File: src/rtl/cpu_fetch_sequencer_if.sv
// Program-memory read port and execute-core issue port of the fetch sequencer.
// master = sequencer side, slave = memory/core side.
interface cpu_fetch_sequencer_if #(
    parameter int ADDR_W = 8
);
    logic              mem_req;
    logic [ADDR_W-1:0] mem_addr;
    logic              mem_ack;
    logic [7:0]        mem_rdata;
    logic              exec_valid;
    logic              exec_ready;
    logic [7:0]        exec_instr;
    logic [7:0]        exec_data;

    modport master (
        output mem_req, mem_addr, exec_valid, exec_instr, exec_data,
        input  mem_ack, mem_rdata, exec_ready
    );

    modport slave (
        input  mem_req, mem_addr, exec_valid, exec_instr, exec_data,
        output mem_ack, mem_rdata, exec_ready
    );
endinterface

File: src/rtl/cpu_fetch_sequencer.sv
// Fetch sequencer for the 8-bit accumulator core: fetches opcode/operand bytes,
// issues them to the core, and owns the PC including JUMP and HALT.
module cpu_fetch_sequencer #(
    parameter int ADDR_W   = 8,
    parameter int RESET_PC = 0,
    parameter int CNT_W    = 16
) (
    input  logic                  clk,
    input  logic                  reset,
    input  logic                  start,
    cpu_fetch_sequencer_if.master bus,
    output logic [ADDR_W-1:0]     pc,
    output logic                  halted,
    output logic                  busy,
    output logic [CNT_W-1:0]      retired
);
    localparam logic [ADDR_W-1:0] RESET_PC_V = ADDR_W'(RESET_PC);

    typedef enum logic [2:0] {
        S_IDLE,
        S_FETCH_OP,
        S_FETCH_DATA,
        S_ISSUE,
        S_HALT
    } state_t;

    state_t            r_state;
    logic [ADDR_W-1:0] r_pc;
    logic              r_mem_req;
    logic              r_exec_valid;
    logic [7:0]        r_exec_instr;
    logic [7:0]        r_exec_data;
    logic              r_halted;
    logic              r_busy;
    logic [CNT_W-1:0]  r_retired;

    logic              w_ack;
    logic              w_issue;
    logic [3:0]        w_opcode;
    logic [ADDR_W-1:0] w_pc_inc;

    function automatic logic has_operand(input logic [3:0] op);
        case (op)
            4'h1, 4'h3, 4'h4, 4'h5, 4'h6, 4'h7: has_operand = 1'b1;
            default:                            has_operand = 1'b0;
        endcase
    endfunction

    // An ack only counts once our own registered request is up.
    assign w_ack    = r_mem_req & bus.mem_ack;
    assign w_issue  = r_exec_valid & bus.exec_ready;
    assign w_opcode = bus.mem_rdata[7:4];
    assign w_pc_inc = r_pc + ADDR_W'(1);

    // Sequencer FSM with all outputs registered alongside the state.
    always_ff @(posedge clk or posedge reset) begin
        if (reset) begin
            r_state      <= S_IDLE;
            r_pc         <= RESET_PC_V;
            r_mem_req    <= 1'b0;
            r_exec_valid <= 1'b0;
            r_exec_instr <= 8'h00;
            r_exec_data  <= 8'h00;
            r_halted     <= 1'b0;
            r_busy       <= 1'b0;
            r_retired    <= {CNT_W{1'b0}};
        end else begin
            case (r_state)
                S_IDLE: begin
                    if (start) begin
                        r_state <= S_FETCH_OP;
                        r_busy  <= 1'b1;
                    end
                end
                S_FETCH_OP: begin
                    if (!r_mem_req) begin
                        r_mem_req <= 1'b1;
                    end else if (w_ack) begin
                        r_mem_req    <= 1'b0;
                        r_exec_instr <= bus.mem_rdata;
                        r_pc         <= w_pc_inc;
                        if (w_opcode == 4'hF) begin
                            r_state  <= S_HALT;
                            r_halted <= 1'b1;
                            r_busy   <= 1'b0;
                        end else if (has_operand(w_opcode)) begin
                            r_state <= S_FETCH_DATA;
                        end else begin
                            r_exec_data  <= 8'h00;
                            r_exec_valid <= 1'b1;
                            r_state      <= S_ISSUE;
                        end
                    end
                end
                S_FETCH_DATA: begin
                    if (!r_mem_req) begin
                        r_mem_req <= 1'b1;
                    end else if (w_ack) begin
                        r_mem_req    <= 1'b0;
                        r_exec_data  <= bus.mem_rdata;
                        r_pc         <= w_pc_inc;
                        r_exec_valid <= 1'b1;
                        r_state      <= S_ISSUE;
                    end
                end
                S_ISSUE: begin
                    if (w_issue) begin
                        r_exec_valid <= 1'b0;
                        r_retired    <= r_retired + CNT_W'(1);
                        if (r_exec_instr[7:4] == 4'h7) begin
                            r_pc <= ADDR_W'(r_exec_data);
                        end
                        r_state <= S_FETCH_OP;
                    end
                end
                S_HALT: begin
                    if (start) begin
                        r_halted <= 1'b0;
                        r_busy   <= 1'b1;
                        r_state  <= S_FETCH_OP;
                    end
                end
                default: begin
                    r_state      <= S_IDLE;
                    r_mem_req    <= 1'b0;
                    r_exec_valid <= 1'b0;
                    r_halted     <= 1'b0;
                    r_busy       <= 1'b0;
                end
            endcase
        end
    end

    assign bus.mem_req    = r_mem_req;
    assign bus.mem_addr   = r_pc;
    assign bus.exec_valid = r_exec_valid;
    assign bus.exec_instr = r_exec_instr;
    assign bus.exec_data  = r_exec_data;
    assign pc             = r_pc;
    assign halted         = r_halted;
    assign busy           = r_busy;
    assign retired        = r_retired;
endmodule

File: src/flat_wrapper.sv
// flat-port wrapper written by rule: the top's interface ports become plain ports
module cpu_fetch_sequencer_flat 
#(
    parameter int ADDR_W   = 8,
    parameter int RESET_PC = 0,
    parameter int CNT_W    = 16
)
  (clk, reset, start, pc, halted, busy, retired, bus_mem_req, bus_mem_addr, bus_exec_valid, bus_exec_instr, bus_exec_data, bus_mem_ack, bus_mem_rdata, bus_exec_ready);
  cpu_fetch_sequencer_if #(.ADDR_W(ADDR_W)) bus_i ();
  input  logic clk;
  input  logic reset;
  input  logic start;
  output logic [ADDR_W-1:0] pc;
  output logic halted;
  output logic busy;
  output logic [CNT_W-1:0] retired;
  output wire logic [$bits(bus_i.mem_req)-1:0] bus_mem_req;
  output wire logic [$bits(bus_i.mem_addr)-1:0] bus_mem_addr;
  output wire logic [$bits(bus_i.exec_valid)-1:0] bus_exec_valid;
  output wire logic [$bits(bus_i.exec_instr)-1:0] bus_exec_instr;
  output wire logic [$bits(bus_i.exec_data)-1:0] bus_exec_data;
  input wire logic [$bits(bus_i.mem_ack)-1:0] bus_mem_ack;
  input wire logic [$bits(bus_i.mem_rdata)-1:0] bus_mem_rdata;
  input wire logic [$bits(bus_i.exec_ready)-1:0] bus_exec_ready;
  assign bus_mem_req = bus_i.mem_req;
  assign bus_mem_addr = bus_i.mem_addr;
  assign bus_exec_valid = bus_i.exec_valid;
  assign bus_exec_instr = bus_i.exec_instr;
  assign bus_exec_data = bus_i.exec_data;
  assign bus_i.mem_ack = bus_mem_ack;
  assign bus_i.mem_rdata = bus_mem_rdata;
  assign bus_i.exec_ready = bus_exec_ready;
  cpu_fetch_sequencer #(.ADDR_W(ADDR_W), .RESET_PC(RESET_PC), .CNT_W(CNT_W)) u_core (.clk(clk), .reset(reset), .start(start), .bus(bus_i), .pc(pc), .halted(halted), .busy(busy), .retired(retired));
endmodule
File: config.mk
export PLATFORM = sky130hd
export DESIGN_NAME = cpu_fetch_sequencer_flat
export DESIGN_NICKNAME = d
export VERILOG_FILES = /design/src/rtl/cpu_fetch_sequencer_if.sv /design/src/rtl/cpu_fetch_sequencer.sv /design/src/flat_wrapper.sv
export SDC_FILE = /design/constraint.sdc
export NUM_CORES = 1
export LEC_CHECK = 0
export ABC_AREA = 1
export BUFFER_PORTS_ARGS = -buffer_cell sky130_fd_sc_hd__clkbuf_2
export CORE_MARGIN = 4
export CORE_UTILIZATION = 55
export CTS_CLUSTER_DIAMETER = 60
export DETAILED_ROUTE_END_ITERATION = 8
export GPL_TIMING_DRIVEN = 0
export PLACE_DENSITY = 0.89
export SYNTH_ARGS = -nofsm -noshare
export SYNTH_HDL_FRONTEND = slang
export SYNTH_SLANG_ARGS = --single-unit
File: constraint.sdc
create_clock -name clk -period 3.25 [get_ports clk]
set_clock_uncertainty 0.1 [all_clocks]
set_input_delay 0.65 -clock clk [delete_from_list [all_inputs] [get_ports clk]]
set_output_delay 0.65 -clock clk [all_outputs]
set_load 0.01 [all_outputs]
==> results_dict.tcl <==
set metrics [dict create \
    place.gp.congestion 0.9042 \
    timing.setup.tns_ns 0 \
    route.detailed.drc 0 \
    netlist_top_cells_count "nand2_1 (151), dfrtp_1 (47), inv_1 (43), nor2_1 (42), o21ai_0 (23)" \
    synth.top_cells.by_area "dfrtp_1 (44%), nand2_1 (21%), inv_1 (6.0%)" \
    globalRouteMet2Util_pct 36.04 \
    synth_warnings 0 \
    fmax_ghz 0.5596 \
    cp_num_buf_inv 2 \
    hpwlAfterDp_um 4798 \
    power_density_nw_per_um2 811.6 \
    outcome "complete, no violations" \
    cts_tree "done" \
    fillCellCount 406 \
    grt_busiest_layer "met2" \
    overflow 0 \
    critPathMaxFanout 7 \
    area_growth_pct 19.69 \
    routed_wl_um 6337 \
    max_stage_delay_ns 0.46 \
    yosys_register_bits 47 \
    grtUsageTotal_pct 22.12 \
    critPathCaptureType "primary output" \
    antennaDiodeCount 0 \
    finalSetupViolations 0 \
    vias_per_cell 4.987 \
    synthesis.area_sq_um 2681 \
    yosysTopAreaCell "dfrtp_1" \
    crit_type "reg2out" \
    critPathSlowestCell "dfrtp_1" \
    ys_seq_area_share_pct 43.86 \
    synth_edf_count 0 \
    synthArstFlopShare_pct 100.0 \
    synth_ff_type "dfrtp_1" \
    utilization_pct 67.95 \
    worstPathArrival_ns 1.04 \
    die_x_um 77.82 \
    relSlewSlack_pct 67.81 \
    final_nets 470 \
    vias 2608 \
    die_area_sq_um 6056 \
    grt_max_degree 28 \
    maxCapViolCount 0 \
    final-seq-area_sq_um 1176 \
    syn_nets 398 \
    pre_cts_ws_ns 1.383 \
    synthCells 383 \
    cts_buffer_depth 2 \
    antenna_left 0 \
    syn_area_per_cell_sq_um 7.001 \
    drive_above_1_share_pct 22.15 \
    cts.sinks 47 \
    yosysMostFrequentCell "nand2_1" \
    critical-path-top-delay-family "flip-flops" \
    grt_pass1_wl_um 10810 \
    period_share_pct 54.98 \
    vdd_ir_drop_max_mv 0.5770 \
    grt_pass1_vias 2463 \
    rsz0062_at_grt "no" \
    holdCritPathClass "in2async" \
    grt.met1_usage_pct 28.96 \
    num_rows 25 \
    cts_buffers 5 \
    fin_hold_ws_ns 0.2369 \
    post-route-min-period_ns 1.787 \
    setup_slack_ns 1.463 \
    drt_iter0_drc 209 \
    multiInputGateArea_sq_um 1230 \
    dr.pass1.iters 5 \
    ys_types 25 \
    cp_cell_sequence "buf_4, clkbuf_2" \
    hold_buffers 0 \
    portBuffers 64 \
    clock_latency_ns 0.30 \
    clockRootBuffer "clkbuf_8" \
    synth_top_area_share_pct 43.86 \
    antenna_found_initial 0 \
    post_cts_buffers 0 \
    start_kind "flop" \
    die_h_um 77.82 \
    maxSlewViolCount 0 \
    ctsHtreeMaxLevel 2 \
    crit_required_ns 2.50 \
    ctsResizeCount 0 \
    ios 65 \
    power.leakage_nw 1.802 \
    wl_per_cell_um 12.12 \
    path_clk_slew_ns 0.09 \
    gr-usage-met3_pct 4.756 \
    start_util_pct 56.77 \
    core_area_sq_um 4723 \
    hold_violations 0 \
    worst_pin_slew_ns 0.4822 \
]
metrics by stage:
step	instance area (sq um)	power (mW)	std cells
floorplan	2681	1.789	383
global placement	3085	2.149	514
detailed placement	3105	2.208	515
CTS	3209	2.614	523
global route	3209	2.817	523
finish	3209	2.605	523
placed cells by master (no fill, tap or decap), types with 2 or more instances in the layout:
master / n
o21ai_0: 23
nand2_2: 4
nand2_1: 151
ha_1: 2
inv_1: 42
nand4_1: 5
xor2_1: 6
clkbuf_8: 7
inv_2: 4
o21ai_1: 7
clkbuf_2: 64
nor2_1: 42
xnor2_1: 2
buf_6: 2
nor2_2: 2
dfrtp_1: 47
o21ai_2: 2
a21oi_1: 3
buf_4: 10
nand3_1: 22
logic make-up after synthesis:
group | count (synthesis) | synth area share, %
compound gates | 38 | 7.653
buf+inv | 59 | 10.27
xor+xnor | 8 | 2.613
simple gates | 229 | 34.67
flops | 47 | 43.86
fa+ha+maj | 2 | 0.9331
worst register-to-register path, cell delays in order (launching register included):
cell	delay, ns
dfrtp_1	0.47
inv_2	0.11
nand3_2	0.18
nand2_2	0.14
nand2_2	0.10
a21oi_2	0.33
nand2_1	0.09
nand2_1	0.09
worst paths after layout:
kind | startpoint | to | slack [ns] | depth (start not counted)
worst max register to register | u_core.r_state[2] | u_core.bus.mem_addr[6] | 1.57 | 7
worst min register to register | u_core.bus.exec_instr[2] | u_core.bus.exec_instr[2] | 0.40 | 2
min in group clk | u_core.bus.exec_instr[2] | u_core.bus.exec_instr[2] | 0.40 | 2
worst max-delay path | u_core.bus.mem_addr[2] | pc[2] | 1.46 | 2
max in group asynchronous | reset | u_core.bus.mem_addr[2] | 2.31 | 3
worst min-delay path | reset | u_core.bus.exec_instr[2] | 0.24 | 2
layer usage:
metal / routed length (um) / part of all wire, %
met5: 0 / 0
met4: 73 / 1.2
met3: 482 / 7.6
met2: 2906 / 46
met1: 2875 / 45
area by class of cell:
class / count / share of cell area, %
well taps: 67 / 2.612
inverters: 46 / 5.380
clock buffers: 7 / 3.002
multi-input cells: 277 / 38.32
plain buffers: 13 / 3.197
clock inverters: 1 / 0.2339
repair buffers: 65 / 10.60
flip-flops and latches: 47 / 36.65
flip-flops by register name (all words and copies together), names as in the netlist:
signal	flops
u_core.bus.exec_data	8
u_core.bus.exec_instr	8
u_core.bus.exec_valid	1
u_core.bus.mem_addr	8
u_core.bus.mem_req	1
u_core.busy	1
u_core.halted	1
u_core.r_state	3
u_core.retired	16
where the power goes:
part           switching, mW  total [mW]  internal [mW]
logic                  0.744        1.21          0.466
clock network          0.204       0.398          0.194
registers              0.218       0.997          0.779
total                   1.17        2.60           1.44
Note: power is estimated with default switching activity, not from simulation.
